`src/rtl/multdiv_pkg.sv`:
```
// Shared constants and state encoding for the iterative multiply/divide unit.
// Build option: MULTDIV_EARLY_DONE_EN (trivial operands finish after one step).
package multdiv_pkg;
  localparam int WIDTH = 32;
  localparam int CNT_W = $clog2(WIDTH);
  localparam logic [WIDTH-1:0] INT_MIN = {1'b1, {(WIDTH-1){1'b0}}};

  typedef enum logic [1:0] {
    IDLE = 2'd0,
    MULT = 2'd1,
    DIV  = 2'd2,
    DONE = 2'd3
  } state_t;
endpackage

```
`src/rtl/multdiv_unit_booth_step.sv`:
```
// One radix-2 Booth iteration on the {A, Q, q-1} accumulator.
module booth_step
  import multdiv_pkg::*;
(
  input  logic [2*WIDTH:0] i_acc,
  input  logic [WIDTH-1:0] i_mcand,
  output logic [2*WIDTH:0] o_acc
);
  logic [WIDTH:0] w_a, w_m, w_sum;

  // Sum kept one bit wider so the shift uses the true sign when A +/- M overflows WIDTH bits.
  assign w_a = {i_acc[2*WIDTH], i_acc[2*WIDTH:WIDTH+1]};
  assign w_m = {i_mcand[WIDTH-1], i_mcand};

  always_comb begin
    w_sum = w_a;
    case (i_acc[1:0])
      2'b01:   w_sum = w_a + w_m;
      2'b10:   w_sum = w_a - w_m;
      default: w_sum = w_a;
    endcase
  end

  assign o_acc = {w_sum, i_acc[WIDTH:1]};
endmodule

```
`src/rtl/multdiv_unit.sv`:
```
// Iterative signed 32-bit multiply (Booth) / divide (restoring on magnitudes).
// Build option: MULTDIV_EARLY_DONE_EN skips iteration for zero operands / zero divisor.
module multdiv_unit
  import multdiv_pkg::*;
(
  input  logic             clock,
  input  logic             reset_n,
  input  logic [WIDTH-1:0] data_operandA,
  input  logic [WIDTH-1:0] data_operandB,
  input  logic             ctrl_MULT,
  input  logic             ctrl_DIV,
  output logic [WIDTH-1:0] data_result,
  output logic             data_exception,
  output logic             data_resultRDY,
  output logic             busy
);
  state_t           r_state;
  logic [CNT_W-1:0] r_cnt;
  logic [2*WIDTH:0] r_acc;
  logic [WIDTH-1:0] r_mcand;
  logic [WIDTH:0]   r_rem;
  logic [WIDTH-1:0] r_quo;
  logic [WIDTH-1:0] r_dvsr;
  logic             r_neg, r_dzero, r_ovf;
  logic [WIDTH-1:0] r_result;
  logic             r_exc, r_rdy, r_busy;
`ifdef MULTDIV_EARLY_DONE_EN
  logic             r_early;
`endif

  logic             w_start, w_last;
  logic [2*WIDTH:0] w_acc_nxt;
  logic             w_mul_exc;
  logic [WIDTH-1:0] w_absA, w_absB;
  logic [WIDTH+1:0] w_rem_sh, w_diff;
  logic [WIDTH:0]   w_rem_nxt;
  logic [WIDTH-1:0] w_quo_nxt, w_quo_fin;

  assign w_start = ctrl_MULT | ctrl_DIV;
  assign w_last  = (r_cnt == CNT_W'(WIDTH-1));

  booth_step u_booth (
    .i_acc   (r_acc),
    .i_mcand (r_mcand),
    .o_acc   (w_acc_nxt)
  );

  assign w_mul_exc = (w_acc_nxt[2*WIDTH:WIDTH+1] != {WIDTH{w_acc_nxt[WIDTH]}});

  // Magnitude of INT_MIN wraps to 0x80000000, which is correct read as unsigned.
  assign w_absA = data_operandA[WIDTH-1] ? (~data_operandA + WIDTH'(1)) : data_operandA;
  assign w_absB = data_operandB[WIDTH-1] ? (~data_operandB + WIDTH'(1)) : data_operandB;

  assign w_rem_sh  = {r_rem, r_quo[WIDTH-1]};
  assign w_diff    = w_rem_sh - {2'b00, r_dvsr};
  assign w_rem_nxt = w_diff[WIDTH+1] ? w_rem_sh[WIDTH:0] : w_diff[WIDTH:0];
  assign w_quo_nxt = {r_quo[WIDTH-2:0], ~w_diff[WIDTH+1]};
  assign w_quo_fin = r_neg ? (~w_quo_nxt + WIDTH'(1)) : w_quo_nxt;

  always_ff @(posedge clock or negedge reset_n) begin
    if (!reset_n) begin
      r_state  <= IDLE;
      r_cnt    <= '0;
      r_acc    <= '0;
      r_mcand  <= '0;
      r_rem    <= '0;
      r_quo    <= '0;
      r_dvsr   <= '0;
      r_neg    <= 1'b0;
      r_dzero  <= 1'b0;
      r_ovf    <= 1'b0;
      r_result <= '0;
      r_exc    <= 1'b0;
      r_rdy    <= 1'b0;
      r_busy   <= 1'b0;
`ifdef MULTDIV_EARLY_DONE_EN
      r_early  <= 1'b0;
`endif
    end else if (w_start) begin
      // A start in any state (including mid-operation) discards the previous work.
      r_state <= ctrl_MULT ? MULT : DIV;
      r_cnt   <= '0;
      r_busy  <= 1'b1;
      r_rdy   <= 1'b0;
      r_exc   <= 1'b0;
      r_acc   <= {{WIDTH{1'b0}}, data_operandB, 1'b0};
      r_mcand <= data_operandA;
      r_rem   <= '0;
      r_quo   <= w_absA;
      r_dvsr  <= w_absB;
      r_neg   <= data_operandA[WIDTH-1] ^ data_operandB[WIDTH-1];
      r_dzero <= ~ctrl_MULT & (data_operandB == '0);
      r_ovf   <= ~ctrl_MULT & (data_operandA == INT_MIN) & (data_operandB == '1);
`ifdef MULTDIV_EARLY_DONE_EN
      r_early <= ctrl_MULT ? ((data_operandA == '0) | (data_operandB == '0))
                           : (data_operandB == '0);
`endif
    end else begin
      case (r_state)
        MULT: begin
`ifdef MULTDIV_EARLY_DONE_EN
          if (r_early) begin
            r_result <= '0;
            r_exc    <= 1'b0;
            r_rdy    <= 1'b1;
            r_busy   <= 1'b0;
            r_state  <= DONE;
          end else begin
`else
          begin
`endif
            r_acc <= w_acc_nxt;
            r_cnt <= r_cnt + CNT_W'(1);
            if (w_last) begin
              r_result <= w_acc_nxt[WIDTH:1];
              r_exc    <= w_mul_exc;
              r_rdy    <= 1'b1;
              r_busy   <= 1'b0;
              r_state  <= DONE;
            end
          end
        end
        DIV: begin
`ifdef MULTDIV_EARLY_DONE_EN
          if (r_early) begin
            r_result <= '0;
            r_exc    <= 1'b1;
            r_rdy    <= 1'b1;
            r_busy   <= 1'b0;
            r_state  <= DONE;
          end else begin
`else
          begin
`endif
            r_rem <= w_rem_nxt;
            r_quo <= w_quo_nxt;
            r_cnt <= r_cnt + CNT_W'(1);
            if (w_last) begin
              r_result <= r_dzero ? '0 : w_quo_fin;
              r_exc    <= r_dzero | r_ovf;
              r_rdy    <= 1'b1;
              r_busy   <= 1'b0;
              r_state  <= DONE;
            end
          end
        end
        DONE: begin
          r_rdy   <= 1'b0;
          r_state <= IDLE;
        end
        default: r_rdy <= 1'b0;
      endcase
    end
  end

  assign data_result    = r_result;
  assign data_exception = r_exc;
  assign data_resultRDY = r_rdy;
  assign busy           = r_busy;
endmodule
```
`config.mk`:
```
export PLATFORM = sky130hd
export DESIGN_NAME = multdiv_unit
export DESIGN_NICKNAME = d
export VERILOG_FILES = /design/src/rtl/multdiv_pkg.sv /design/src/rtl/multdiv_unit_booth_step.sv /design/src/rtl/multdiv_unit.sv
export SDC_FILE = /design/constraint.sdc
export NUM_CORES = 1
export LEC_CHECK = 0
export BUFFER_PORTS_ARGS = -buffer_cell sky130_fd_sc_hd__buf_2
export CELL_PAD_IN_SITES_DETAIL_PLACEMENT = 0
export CELL_PAD_IN_SITES_GLOBAL_PLACEMENT = 1
export CORE_ASPECT_RATIO = 1.75
export CORE_MARGIN = 1.5
export CORE_UTILIZATION = 43
export DETAILED_ROUTE_END_ITERATION = 7
export PLACE_DENSITY = 0.87
export SLEW_MARGIN = 20
export SYNTH_ARGS = -nofsm -noshare
export SYNTH_HDL_FRONTEND = slang
export SYNTH_SLANG_ARGS = --single-unit
```
`constraint.sdc`:
```
create_clock -name clock -period 4.45 [get_ports clock]
set_input_delay 0.2225 -clock clock [delete_from_list [all_inputs] [get_ports clock]]
set_output_delay 0.2225 -clock clock [all_outputs]
set_load 0.005 [all_outputs]
```
==> results of run 1 <==
==> registers in the layout, indices dropped and copies added (netlist names) <==
signal and count:
r_ovf 1, r_cnt 5, data_resultRDY 1, busy 1, data_result 32, r_quo 32, r_mcand 32, r_state 2
r_acc 65, r_neg 1, data_exception 1, r_rem 33, r_dzero 1, r_dvsr 32
==> cell usage in the layout (no fill, tap or decap), types with 8 or more instances in the layout <==
cell type / netlist / layout
a311oi_1: 22 / 22
o21ai_1: 32 / 32
xor2_1: 71 / 71
nand2b_1: 23 / 23
a21oi_1: 130 / 123
dfrtp_1: 239 / 239
a22oi_1: 17 / 17
a211oi_1: 28 / 26
inv_1: 71 / 71
and3_1: 10 / 8
nor2_1: 151 / 148
buf_4: 0 / 169
nand4_1: 14 / 14
a31oi_1: 21 / 19
nor3b_1: 17 / 16
ha_1: 75 / 73
o21ai_0: 145 / 140
or3_1: 18 / 17
nand2_1: 287 / 286
o31ai_1: 34 / 31
or4_1: 19 / 15
nor2b_1: 16 / 16
xnor2_1: 105 / 103
mux2i_1: 91 / 90
clkbuf_16: 0 / 26
nor3_1: 21 / 18
nand3b_1: 9 / 9
o21bai_1: 8 / 8
a21o_1: 48 / 48
buf_2: 3 / 101
o41ai_1: 17 / 16
dlygate4sd3_1: 0 / 64
nand3_1: 22 / 22
==> per-stage QoR <==
step | hold slack (ps) | TNS, ps | setup WS [ps] | power [uW] | cells
2_1_floorplan | -73.1 | -217 | -217 | 4040 | 1975
4_1_cts | 31.7 | -235 | -235 | 7470 | 2726
3_3_place_gp | 394 | -540 | -378 | 5000 | 2612
5_1_grt | 46.1 | -1210 | -549 | 7870 | 2733
3_5_place_dp | 386 | -1010 | -550 | 5050 | 2612
6_report | 55.9 | -316 | -316 | 7490 | 2733
==> how the worst max path moves through the flow <==
stage	startpoint	endpoint	slack, ps
2_1_floorplan	r_mcand[3]	data_exception	-220
3_3_place_gp	r_mcand[5]	data_exception	-380
3_5_place_dp	r_mcand[5]	data_exception	-550
4_1_cts	r_mcand[5]	data_exception	-230
5_1_grt	r_mcand[5]	data_exception	-550
6_report	r_mcand[5]	data_exception	-320
==> power breakdown <==
| group | switching [uW] | internal (uW) |
|---|---|---|
| registers | 259 | 2440 |
| logic | 1350 | 1110 |
| clock network | 970 | 1360 |
==> timing repair <==
item | 4_1_cts | 5_1_grt
endpoints found under the hold margin | 188 | 0
hold buffers | 64 | 0
resized for setup | 21 | 32
pin swaps | 4 | 36
buffers inserted | 2 | 7
endpoints found under the setup margin | 8 | 15
==> cell type report <==
class | count | area [um^2] | area share (%)
clock buffers | 33 | 707 | 3.44
clock inverters | 15 | 195 | 0.951
inverters | 72 | 270 | 1.32
multi-input cells | 1551 | 10300 | 50.2
flip-flops and latches | 239 | 5980 | 29.1
well taps | 485 | 607 | 2.96
repair buffers | 338 | 2470 | 12.0
==> layer usage <==
layer / GRT usage (%) / wire, um / up-vias
met3: 2.35 / 1470 / 173
met5: 0 / 0 / -
met2: 50.2 / 28700 / 373
met4: 16.1 / 3520 / 0
li1: - / - / 7533
met1: 26.5 / 19000 / 7433
==> kinds of logic after synthesis <==
logic type / count (synthesis) / synth area share [%]
compound gates: 554 / 20.8
mux: 95 / 5.74
fa+ha+maj: 77 / 5.87
flops: 239 / 35.9
buf+inv: 185 / 4.23
xor+xnor: 176 / 9.25
simple gates: 649 / 18.2
==> tightest hold or removal path: cells and delay by family <==
family                    cells  cell delay [ps]
buffers and inverters         1              150
xor gates and xnor gates      1               80
and+or+nand+nor               1               80
AOI/OAI and AO/OA             1               40
==> flow_summary_export.csv, run 1 <==
group,metric,value,unit
outcome,status,"finished with violations",
outcome,violations,"negative setup slack",
worst_setup_path,crit_top_cell,"or4_4",
worst_setup_path,path_buf_inv,1,
worst_hold_path,hold_class,"input pin to register",
floorplanning,placementRows,95,
yosys,yosys_most_used_dff,"dfrtp_1",
yosys,ys_types,69,
placement,place.gp.congestion,0.972,
cts,cts_max_level,1,
worst_setup_path,worstPathMaxFanout,3,
cts,cts_tree,"yes",
worst_setup_path,critPathKind,"register to register",
timing,finalHoldViolations,0,
floorplanning,die_width,152,um
global_routing,grt_max_degree,122,
yosys,syn_area_per_cell,8.44,um^2
cells_and_area,drive_above_1_share,17.3,%
worst_hold_path,holdPathEnd,"r_quo[17]",
cells_and_area,area_growth,23.2,%
worst_setup_path,path_cells,"or4_4 -> nor3b_2 -> buf_4 -> nand2_1 -> nor2_1 -> a21oi_1 -> xnor2_1 -> ha_1 -> a21o_1 -> a21oi_2 -> o21a_1 -> o31ai_4 -> or4_4 -> and3_4 -> or4_4 -> nor4bb_1 -> nand3_1 -> a221oi_2 -> a31oi_1",
yosys,yosys_warnings,0,
floorplanning,ios,103,
timing,layout_setup_ws,-316,ps
yosys,synth_area,0.0167,mm^2
yosys,ys_seq_elements,239,
worst_setup_path,reg2reg_setup_slack,-320,ps
route,post-route-drc-count,0,
cts,cts_buffer_depth,3,
global_routing,grt_pass1_wl,83900,um
placement,io_buffers,102,
timing,finalCritPeriodShare,107,%
timing,fmax,0.210,GHz
cts,clk-insertion-delay-late,560,ps
worst_setup_path,reg2reg_to,"data_exception",
route,drtPass1Iterations,5,
cts,clk_pin_slew,60,ps
yosys,synth-edff-count,0,
cells_and_area,final_nets,2373,
worst_setup_path,path_depth,19,
global_routing,grt_use_total,26.0,%
worst_hold_path,hp-start,"data_operandA[17]",
yosys,synth_cells,1975,
cells_and_area,fin_util,53.7,%
worst_setup_path,critPathRequiredTime,4880,ps
cts,cts-root-buf,"clkbuf_16",
placement,dpl_cell_area,0.0187,mm^2
pwr,vdd_drop_max,0.000298,V
route,drt_iter0_drc,777,
timing,tightest_slew,991,ps
yosys,synth.most_common_cell,"nand2_1",
worst_setup_path,worstPathArrival,5190,ps
route,avgViaCountPerCell,5.68,
yosys,yosysSeqAreaShare,35.9,%
route,wl,52700,um
worst_setup_path,cp_top_family,"simple AND/OR/NAND/NOR gates",
cts,numCtsBuffers,26,
worst_setup_path,worst_path_max_delay_cell,"or4_4",
yosys,synth.area.top_cells,"dfrtp_1 (36%), nand2_1 (6.5%), ha_1 (5.6%), xnor2_1 (5.5%), mux2i_1 (5.5%)",
route,wl_per_cell,19.3,um
worst_setup_path,r2r_cells,19,
placement,hpwl,39000,um
timing,fin_crit,4770,ps
worst_setup_path,startpoint_type,"register",
timing,fin_skew,16.2,ps
route,drtAntennaViolNets,0,
floorplanning,dieArea,0.0400,mm^2
floorplanning,initial_utilization,43.5,%
cells_and_area,diodes,0,
yosys,synth_nets,2120,
floorplanning,die_y,263,um
timing,rsz0062_at_grt,"true",
cts,clock_sinks,239,
run,max_cap_violations,0,
pwr,p_leak,0.00939,uW
yosys,synth_commonest_cells,"nand2_1 (287), dfrtp_1 (239), nor2_1 (151)",
yosys,synth_top_cell_by_area,"dfrtp_1",
global_routing,antenna_found_initial,0,
yosys,yosys.area.top_type_share,35.9,%
yosys,async_flop_share,100,%
timing,max_slew_margin,34.0,%
worst_hold_path,whs_path_depth,4,
cells_and_area,num-fill-cells,3547,
worst_setup_path,r2r_start,"r_mcand[5]",
worst_setup_path,endpoint_kind,"register",
timing,drv_slew,0,
worst_setup_path,max_stage_delay,570,ps
timing,setup_viol,1,
cells_and_area,final_cell_area,0.0205,mm^2
pwr,p_per_area,365,mW/mm^2
route,vias,15500,
floorplanning,design.core.area,0.0383,mm^2
global_routing,grt-ovfl-total,0,
global_routing,grt_pass1_vias,16200,
No activity file was read; power rests on OpenSTA's default activity.
==> inputs of run 2 (changes only) <==
CORE_MARGIN = 3   (was 1.5)
CORE_UTILIZATION = 44   (was 43)
CTS_BUF_LIST = sky130_fd_sc_hd__clkbuf_8   (was not set)
PLACE_DENSITY = not set   (was 0.87)
PLACE_DENSITY_LB_ADDON = 0.1   (was not set)
==> flow_summary_export.csv, run 2 (same netlist as run 1, synthesis figures left out) <==
group,metric,value,unit
cts,clk_pin_slew,70,ps
floorplanning,ios,103,
cts,cts_buffer_depth,3,
route,drtPass1Iterations,5,
route,wl,56500,um
placement,io_buffers,102,
global_routing,antenna_found_initial,1,
pwr,p_per_area,350,mW/mm^2
worst_setup_path,path_cells,"or4_4 -> buf_6 -> nor4_4 -> nand2_1 -> nor2_4 -> a21oi_2 -> xnor2_1 -> ha_1 -> a21o_1 -> a21o_1 -> a21oi_2 -> o21a_1 -> o31ai_4 -> buf_4 -> o31ai_1 -> xor2_1 -> o21ai_1 -> or4b_1 -> or3_1 -> a221oi_2 -> a31oi_1",
route,drt_iter0_drc,888,
global_routing,grt_max_degree,171,
run,max_cap_violations,0,
floorplanning,die_y,263,um
timing,tns,-477,ps
timing,rsz0062_at_grt,"true",
worst_hold_path,hold_class,"input pin to register",
worst_setup_path,critPathKind,"register to register",
worst_setup_path,max_stage_delay,550,ps
outcome,violations,"negative setup slack",
cts,cts-root-buf,"clkbuf_8",
floorplanning,design.core.area,0.0371,mm^2
timing,setup_viol,3,
floorplanning,die_width,153,um
cells_and_area,area_growth,24.0,%
cells_and_area,layout_commonest_cell,"nand2_1",
cells_and_area,drive_above_1_share,18.5,%
global_routing,grt_pass1_wl,88800,um
timing,fin_skew,23.4,ps
worst_setup_path,worstPathArrival,5340,ps
timing,max_slew_margin,37.6,%
cts,clock_sinks,239,
route,drtAntennaViolNets,0,
worst_setup_path,startpoint_type,"register",
worst_setup_path,critPathRequiredTime,4910,ps
route,avgViaCountPerCell,5.68,
global_routing,grt-ovfl-total,0,
timing,finalCritPeriodShare,110,%
cells_and_area,fin_util,55.7,%
cts,cts_tree,"yes",
placement,hpwl,42100,um
route,vias,15700,
placement,place.gp.congestion,0.922,
timing,finalHoldViolations,0,
cells_and_area,most-common-layout-cells,"nand2_1 (285), dfrtp_1 (239), buf_4 (189), nor2_1 (148), o21ai_0 (141)",
timing,fmax,0.205,GHz
global_routing,grt_pass1_vias,16400,
cts,clk-insertion-delay-late,590,ps
cts,numCtsBuffers,41,
outcome,status,"finished with violations",
global_routing,grt_use_total,27.5,%
timing,tightest_slew,935,ps
floorplanning,dieArea,0.0403,mm^2
timing,fin_crit,4880,ps
timing,drv_slew,0,
floorplanning,initial_utilization,44.9,%
worst_setup_path,worstPathMaxFanout,4,
cts,cts_max_level,2,
timing,layout_setup_ws,-431,ps
cells_and_area,largest-register,"r_acc",
worst_setup_path,endpoint_kind,"register",
cells_and_area,reg_top3,"r_acc: 65 flops, r_rem: 33 flops",
route,wl_per_cell,20.4,um
route,post-route-drc-count,0,
pwr,vdd_drop_max,0.000230,V
floorplanning,placementRows,93,
cells_and_area,largest_register_ffs,65,
worst_setup_path,worst_path_max_delay_cell,"or4_4",
cells_and_area,final_nets,2411,
pwr,p_leak,0.00954,uW
==> run 2: cell count changes in the layout (fill, tap and decap cells not counted), moves of 3 or more <==
| cell | previous run | this run |
|---|---|---|
| a21oi_2 | 7 | 4 |
| buf_12 | 1 | 4 |
| buf_4 | 169 | 189 |
| bufinv_16 | 4 | 0 |
| clkbuf_1 | 4 | 0 |
| clkbuf_16 | 26 | 0 |
| clkbuf_8 | 3 | 50 |
| clkinv_2 | 7 | 3 |
| inv_1 | 71 | 84 |
| o21ai_2 | 4 | 0 |
==> run 2: power by group <==
part	leakage [uW]	internal [uW]	switching [uW]
Sequential	0.00300	2440	267
Combinational	0.00608	1140	1380
Clock	0.000457	1020	983
==> run 2: path summary, 6_finish.rpt <==
check / startpoint / end / cells past startpoint / slack (ps)
worst max register to register: r_mcand[2] / data_exception / 21 / -430
worst min register to register: data_result[14] / data_result[14] / 2 / 480
min in group asynchronous: reset_n / r_rem[18] / 2 / 230
worst max-delay path: r_mcand[2] / data_exception / 21 / -430
worst min-delay path: data_operandA[31] / r_mcand[31] / 3 / 200
max in group asynchronous: reset_n / r_acc[44] / 3 / 3170
==> run 2: final cells by class <==
cell class,count,area (um^2)
multi-input cells,1551,10300
flip-flops and latches,239,5980
fillers,3528,16500
clock buffers,50,688
repair buffers,361,2680
clock inverters,19,97.6
inverters,72,270
diodes,1,2.50
well taps,475,594
==> run 2: metal layers <==
| metal | wire length [um] | global-route usage, % |
|---|---|---|
| met2 | 31000 | 53.1 |
| met5 | 0 | 0 |
| met4 | 3780 | 16.2 |
| met1 | 20100 | 27.9 |
| met3 | 1550 | 2.85 |
==> run 2: metrics by stage <==
stage / hold WS [ps] / power [uW] / setup WS, ps / cells / instance area [um^2]
after global placement: 301 / 5110 / -409 / 2623 / 18900
after CTS: 142 / 7250 / -350 / 2761 / 20400
final: 197 / 7230 / -431 / 2768 / 20700
after floorplan: -73.1 / 4040 / -217 / 1975 / 16700
after global routing: 215 / 7650 / -700 / 2768 / 20700
after detailed placement: 309 / 5140 / -507 / 2623 / 18900
==> run 2: critical path: cells and delay by family, from the launching register on <==
family / cells / cell delay, ps
xor gates and xnor gates: 2 / 250
DFF: 1 / 380
AOI/OAI and AO/OA: 10 / 1710
adders and majority gates: 1 / 320
buffers and inverters: 2 / 310
and+or+nand+nor: 6 / 1810
==> run 2: what timing repair did <==
action | 4_1_cts | 5_1_grt
hold endpoints to repair | 187 | 0
hold buffers | 65 | 0
setup endpoints to repair | 8 | 16
pin swaps | 12 | 35
resized for setup | 20 | 35
buffers inserted | 4 | 6
